==> config.mk <==
export PLATFORM = sky130hd
export DESIGN_NAME = if_stage_btb_fq
export DESIGN_NICKNAME = d
export VERILOG_FILES = /design/src/rtl/if_stage_btb_fq.sv
export SDC_FILE = /design/constraint.sdc
export NUM_CORES = 2
export LEC_CHECK = 0
export CORE_ASPECT_RATIO = 1.25
export CORE_UTILIZATION = 65
export CTS_CLUSTER_SIZE = 14
export DETAILED_ROUTE_END_ITERATION = 16
export PLACE_DENSITY = 0.89
export SYNTH_ARGS = -nofsm -noshare
export SYNTH_HDL_FRONTEND = slang
export SYNTH_SLANG_ARGS = --single-unit
==> constraint.sdc <==
create_clock -name clk -period 17.1 [get_ports clk]
set_input_delay 3.42 -clock clk [delete_from_list [all_inputs] [get_ports clk]]
set_output_delay 3.42 -clock clk [all_outputs]
set_load 0.02 [all_outputs]
==> src/rtl/if_stage_btb_fq.sv <==
// Instruction-fetch stage: direct-mapped BTB with 2-bit counters predicts the next
// fetch PC; fetched instructions are buffered in a small FIFO toward decode.
module if_stage_btb_fq #(
    parameter int unsigned     XLEN        = 32,
    parameter int unsigned     BTB_ENTRIES = 16,
    parameter int unsigned     FQ_DEPTH    = 4,
    parameter logic [XLEN-1:0] RESET_PC    = '0
) (
    input  logic                      clk,
    input  logic                      rst_n,
    output logic                      imem_req,
    output logic [XLEN-1:0]           imem_addr,
    input  logic [XLEN-1:0]           imem_rdata,
    input  logic                      redirect_valid,
    input  logic [XLEN-1:0]           redirect_pc,
    input  logic                      upd_valid,
    input  logic [XLEN-1:0]           upd_pc,
    input  logic                      upd_taken,
    input  logic [XLEN-1:0]           upd_target,
    output logic                      out_valid,
    input  logic                      out_ready,
    output logic [XLEN-1:0]           out_pc,
    output logic [XLEN-1:0]           out_instr,
    output logic                      out_pred_taken,
    output logic [XLEN-1:0]           out_pred_target,
    output logic [$clog2(FQ_DEPTH):0] fq_count
);

    localparam int unsigned IW = $clog2(BTB_ENTRIES);
    localparam int unsigned TW = XLEN - IW - 2;
    localparam int unsigned PW = $clog2(FQ_DEPTH);
    localparam int unsigned CW = PW + 1;

    // ---------------- BTB storage ----------------
    logic [BTB_ENTRIES-1:0] btb_valid_q;
    logic [TW-1:0]          btb_tag_q    [BTB_ENTRIES];
    logic [XLEN-1:0]        btb_target_q [BTB_ENTRIES];
    logic [1:0]             btb_ctr_q    [BTB_ENTRIES];

    // ---------------- fetch state ----------------
    logic [XLEN-1:0] pc_q, pc_d;
    logic            inflight_q;
    logic [XLEN-1:0] inflight_pc_q;
    logic            inflight_taken_q;
    logic [XLEN-1:0] inflight_target_q;

    // ---------------- fetch queue ----------------
    logic [XLEN-1:0] fq_pc_q     [FQ_DEPTH];
    logic [XLEN-1:0] fq_instr_q  [FQ_DEPTH];
    logic            fq_taken_q  [FQ_DEPTH];
    logic [XLEN-1:0] fq_target_q [FQ_DEPTH];
    logic [PW-1:0]   wr_ptr_q, rd_ptr_q;
    logic [CW-1:0]   count_q, count_d;

    // ---------------- lookup at the fetch PC ----------------
    logic [IW-1:0]   f_idx;
    logic [TW-1:0]   f_tag;
    logic            pred_taken;
    logic [XLEN-1:0] pred_target;

    assign f_idx       = pc_q[IW+1:2];
    assign f_tag       = pc_q[XLEN-1:IW+2];
    assign pred_taken  = btb_valid_q[f_idx] && (btb_tag_q[f_idx] == f_tag) && btb_ctr_q[f_idx][1];
    assign pred_target = pred_taken ? btb_target_q[f_idx] : pc_q + XLEN'(4);

    // ---------------- update decode ----------------
    logic [IW-1:0] upd_idx;
    logic [TW-1:0] upd_tag;
    logic          upd_hit;
    logic          upd_we;
    logic [1:0]    upd_ctr_cur;
    logic [1:0]    upd_ctr_d;
    logic [1:0]    unused_upd_lsbs;

    assign upd_idx         = upd_pc[IW+1:2];
    assign upd_tag         = upd_pc[XLEN-1:IW+2];
    assign unused_upd_lsbs = upd_pc[1:0];
    assign upd_hit         = btb_valid_q[upd_idx] && (btb_tag_q[upd_idx] == upd_tag);
    assign upd_ctr_cur     = btb_ctr_q[upd_idx];
    // A not-taken miss leaves the table alone; a taken miss allocates weakly taken.
    assign upd_we          = upd_valid && (upd_hit || upd_taken);

    always_comb begin
        upd_ctr_d = 2'd2;
        if (upd_hit) begin
            if (upd_taken) begin
                upd_ctr_d = (upd_ctr_cur == 2'd3) ? 2'd3 : upd_ctr_cur + 2'd1;
            end else begin
                upd_ctr_d = (upd_ctr_cur == 2'd0) ? 2'd0 : upd_ctr_cur - 2'd1;
            end
        end
    end

    always_ff @(posedge clk or negedge rst_n) begin
        if (!rst_n) begin
            btb_valid_q <= '0;
        end else if (upd_we) begin
            btb_valid_q[upd_idx] <= 1'b1;
        end
    end

    always_ff @(posedge clk) begin
        if (upd_we) begin
            btb_tag_q[upd_idx] <= upd_tag;
            btb_ctr_q[upd_idx] <= upd_ctr_d;
            if (upd_taken) begin
                btb_target_q[upd_idx] <= upd_target;
            end
        end
    end

    // ---------------- request / queue handshakes ----------------
    logic          push;
    logic          pop;
    logic [CW:0]   fetch_occ;

    assign out_valid = (count_q != '0);
    assign pop       = out_valid && out_ready && !redirect_valid;
    // A redirect squashes the response that arrives in the same cycle.
    assign push      = inflight_q && !redirect_valid;
    assign fetch_occ = {1'b0, count_q} + {{CW{1'b0}}, inflight_q} - {{CW{1'b0}}, pop};
    assign imem_req  = rst_n && !redirect_valid && (fetch_occ < (CW+1)'(FQ_DEPTH));
    assign imem_addr = pc_q;

    always_comb begin
        pc_d = pc_q;
        if (redirect_valid) begin
            pc_d = redirect_pc;
        end else if (imem_req) begin
            pc_d = pred_target;
        end
    end

    always_comb begin
        count_d = count_q + {{PW{1'b0}}, push} - {{PW{1'b0}}, pop};
        if (redirect_valid) begin
            count_d = '0;
        end
    end

    always_ff @(posedge clk or negedge rst_n) begin
        if (!rst_n) begin
            pc_q       <= RESET_PC;
            inflight_q <= 1'b0;
            wr_ptr_q   <= '0;
            rd_ptr_q   <= '0;
            count_q    <= '0;
        end else begin
            pc_q       <= pc_d;
            inflight_q <= imem_req;
            count_q    <= count_d;
            if (redirect_valid) begin
                wr_ptr_q <= '0;
                rd_ptr_q <= '0;
            end else begin
                if (push) begin
                    wr_ptr_q <= wr_ptr_q + PW'(1);
                end
                if (pop) begin
                    rd_ptr_q <= rd_ptr_q + PW'(1);
                end
            end
        end
    end

    // Payload registers carry no reset; validity is tracked by inflight_q/count_q.
    always_ff @(posedge clk) begin
        if (imem_req) begin
            inflight_pc_q     <= pc_q;
            inflight_taken_q  <= pred_taken;
            inflight_target_q <= pred_target;
        end
        if (push) begin
            fq_pc_q[wr_ptr_q]     <= inflight_pc_q;
            fq_instr_q[wr_ptr_q]  <= imem_rdata;
            fq_taken_q[wr_ptr_q]  <= inflight_taken_q;
            fq_target_q[wr_ptr_q] <= inflight_target_q;
        end
    end

    assign out_pc          = fq_pc_q[rd_ptr_q];
    assign out_instr       = fq_instr_q[rd_ptr_q];
    assign out_pred_taken  = fq_taken_q[rd_ptr_q];
    assign out_pred_target = fq_target_q[rd_ptr_q];
    assign fq_count        = count_q;

endmodule

==> results.md <==
- Storage cell area: 43850 um2
- Die Span Y: 344.2 um
- Max Freq: roughly 100 MHz
- Layout net count: 3370
- Reg2Reg Launch Point: imem_addr[3]$_DFFE_PN0P_
- Horizontal die dimension: around 280 um
- Number of top-level design ports: 268
- Die area: 94940 um2
- Kind of start point of the critical path: input port
- Ratio of final minimum period to clock period: 58.63%
- Critical Path AT: roughly 6600 ps
- Total Power Consumption: between 0.009 and 0.01 W
- Slew margin rel.: ~15%
- Top cell type's share of synthesized area: between 60% and 70%
- Antenna violation net count after detailed routing: 0
- Drc violations: 0
- Hold Fails Final Rpt: 0
- Slew @ Worst Pin: 1276 ps
- Setup Viol. Count Final: 0
- Share of post-route cells with drive strength above 1: 24.83%
- Reg-to-reg setup timing slack: approximately 11000 ps
- Final Hold Slack: 499.3 ps
- Hold Path Stages: 0
- Share of synthesized registers carrying an async set or reset: between 3 and 4%
- Number of synthesized register bits: 1469
- Most area-hungry cell type in the Yosys netlist: sky130_fd_sc_hd__edfxtp_1
- Crit path max fanout: 2
- Sum Neg Setup Slack: 0 ps
- Worst skew pair latency: 780 ps
- GR Overflow Total: 0
- Hold-critical path endpoint: fq_pc_q[2][2]$_DFFE_PP_
- FILL cells: 4638
- Setup crit end kind: output port
- Netlist area before placement: 60910 um2
- Iteration-0 DRC Markers: 5285
- Leakage: 22.47 nW
- Number of CTS-inserted buffers: 136
- Maximum resistive drop on vdd: between 100 and 150 uV
- Number of placement rows: 125
- Post-Syn Instances: just under 3000
- Max Cap Viol: 0
- Post-cts resize count: 0
- Proportion of synthesized chip area in sequential cells: 71.97%
- Number of global-route vias before repair: 34630
- Routed vias: 33740
- Number of buffers inserted to repair setup after CTS: 0
- Number of synthesized flops with an enable pin: between 1000 and 1500
- Mean cell area of the mapped netlist: 20.87 um2
- Setup CP Type: in -> out
- Synth Net Count: 3064
- Area of combinational cells with multiple inputs: 16250 um2
- Initial standard-cell utilization of the core: roughly 66%
- Drt first pass iters: 6
- End of the worst register-to-register path: imem_addr[2]$_DFFE_PN0P_
- Unrepaired setup endpoints after global routing: false
- Number of sinks on the clock net: approximately 1500
- Total track usage: between 30 and 40%
- HP Start: inflight_pc_q[2]$_DFFE_PP_
- Max H-tree Level: 4
- Depth of the most critical reg-to-reg path: 11
- Area grow syn2layout: 14.00%
- Largest net degree at the start of global routing: 108
- Quantity of I/O buffers inserted on ports: roughly 270
- Post-synth cell types: between 70 and 80
- Deepest clock path buffer count: 3
- Class of the most critical hold timing path: reg -> reg
- Clock root buffer: sky130_fd_sc_hd__clkbuf_16
- Yosys synthesis warning count: 0
- Clock transition at path regs: 60 ps
- Core region area: slightly above 90000 um2
- TritonCTS clock tree: built
- Number of antenna violations at the first check in global routing: 7
- Worst setup skew after layout: 53.69 ps
- WL per Instance: approximately 37 um
- DR vias/cell: 7.415
- Predominant post-synthesis flop cell: sky130_fd_sc_hd__edfxtp_1
- Required time at the endpoint of the critical path: between 10000 and 15000 ps
- Power density over cell area: 137.4 nW/um2
- Wire length of the first global-routing pass: 240600 um
- Wire length after detailed routing: 170500 um
- Total half-perimeter wirelength after legalization and detailed placement: approximately 97000 um
- Number of pins exceeding their max-slew limit in the final report: 0
- Biggest area contributors in the synthesized netlist: sky130_fd_sc_hd__edfxtp_1 (70%), sky130_fd_sc_hd__mux4_2 (17%), sky130_fd_sc_hd__dfrtp_1 (2.3%), sky130_fd_sc_hd__mux2i_1 (1.8%), sky130_fd_sc_hd__xnor2_1 (0.72%)
- Result of the run: completed
- Time the worst path needs with I/O delays and setup: between 10000 and 15000 ps
- Weighted congestion reported at the end of routability-driven placement: between 0.9 and 1
- Hold-fix buffer count after cts: 0
## Yosys cell counts, types with 35 or more instances
cell type and n:
sky130_fd_sc_hd__a22o_1 35, sky130_fd_sc_hd__buf_1 47, sky130_fd_sc_hd__buf_2 35, sky130_fd_sc_hd__clkbuf_1 84, sky130_fd_sc_hd__dfrtp_1 56, sky130_fd_sc_hd__edfxtp_1 1413
sky130_fd_sc_hd__inv_1 39, sky130_fd_sc_hd__mux2i_1 109, sky130_fd_sc_hd__mux4_2 460, sky130_fd_sc_hd__nand2_1 67, sky130_fd_sc_hd__nor2_1 73, sky130_fd_sc_hd__xnor2_1 50
## power breakdown
| group | total (W) | leakage [nW] | switching, W | internal (W) |
|---|---|---|---|---|
| sequential | 0.00433 | 13.4 | 0.000210 | 0.00412 |
| combinational | 0.00221 | 6.93 | 0.00123 | 0.000976 |
| clock | 0.00300 | 2.11 | 0.00139 | 0.00161 |
## worst max path at each step
| stage | slack (ps) | from | end |
|---|---|---|---|
| after global routing | 6970 | out_ready | imem_req |
| after CTS | 7150 | out_ready | imem_req |
| after floorplan | 5810 | redirect_valid | imem_req |
| final | 7070 | out_ready | imem_req |
| after detailed placement | 7150 | upd_pc[2] | btb_tag_q[8][5]$_DFFE_PP_ |
| after global placement | 7270 | out_ready | imem_req |
## registers in the layout, indices dropped and copies added, names as in the netlist, 16 cells and up
register           flops
btb_target_q         512
fq_instr_q           128
btb_valid_q           16
fq_target_q          128
inflight_pc_q         32
fq_pc_q              128
inflight_target_q     32
btb_ctr_q             32
btb_tag_q            416
imem_addr             32
## kinds of logic (layout without fill, tap and decap cells)
family / Yosys count / in the layout / synth area share (%)
other cells: 0 / 9 / 0
buf+inv: 221 / 637 / 1.569
xor+xnor: 83 / 83 / 1.194
fa+ha+maj: 12 / 12 / 0.2547
compound gates: 209 / 209 / 2.549
simple gates: 318 / 318 / 2.802
flops: 1469 / 1469 / 71.97
mux: 607 / 607 / 19.66
## per-stage QoR
| stage | setup WS, ps | instance area, um2 | util, % | instances |
|---|---|---|---|---|
| detailed placement | 7154 | 65040 | 70.01 | 4293 |
| global placement | 7270 | 65040 | 70.01 | 4293 |
| floorplan | 5810 | 60910 | - | 2919 |
| global route | 6971 | 69420 | 74.72 | 4543 |
| finish | 7074 | 69440 | 74.74 | 4550 |
| CTS | 7148 | 69410 | 74.72 | 4541 |
## layout by cell type, fill, tap and decap left out, drive strengths merged, types with 29 or more instances in the layout
| cell type | count |
|---|---|
| a21o | 29 |
| a22o | 35 |
| buf | 87 |
| clkbuf | 189 |
| clkdlybuf4s50 | 260 |
| clkinv | 49 |
| dfrtp | 56 |
| edfxtp | 1413 |
| inv | 46 |
| mux2 | 38 |
| mux2i | 109 |
| mux4 | 460 |
| nand2 | 67 |
| nand3 | 34 |
| nor2 | 73 |
| o21ai | 30 |
| xnor2 | 50 |
| xor2 | 33 |
## layer usage
layer / GRT usage (%) / up-vias / share of wire [%]
met1: 44.75 / 17200 / 32
met3: 8.138 / 710 / 11
met4: 23.27 / 6 / 7.6
met2: 58.30 / 2948 / 49
li1: - / 12870 / -
met5: 0 / - / 0.043
## worst max-delay path, cell delays in order
cell	delay (ps)
sky130_fd_sc_hd__clkdlybuf4s50_1	500
sky130_fd_sc_hd__nand2_1	170
sky130_fd_sc_hd__nor2_1	210
sky130_fd_sc_hd__ha_1	210
sky130_fd_sc_hd__inv_1	50
sky130_fd_sc_hd__ha_1	280
sky130_fd_sc_hd__a311oi_1	370
sky130_fd_sc_hd__nand2_1	100
sky130_fd_sc_hd__a21oi_1	160
sky130_fd_sc_hd__a31oi_1	80
sky130_fd_sc_hd__nor3b_2	350
sky130_fd_sc_hd__clkdlybuf4s50_1	710
## cell type report
type	instances	share of cell area, %
repair buffers	348	4.716
flip-flops and latches	1469	63.16
well taps	1206	2.173
multi-input cells	1229	23.40
clock buffers	188	5.312
diodes	9	0.03244
inverters	41	0.2234
clock inverters	60	0.9857
Note: power is estimated with default switching activity, not from simulation.
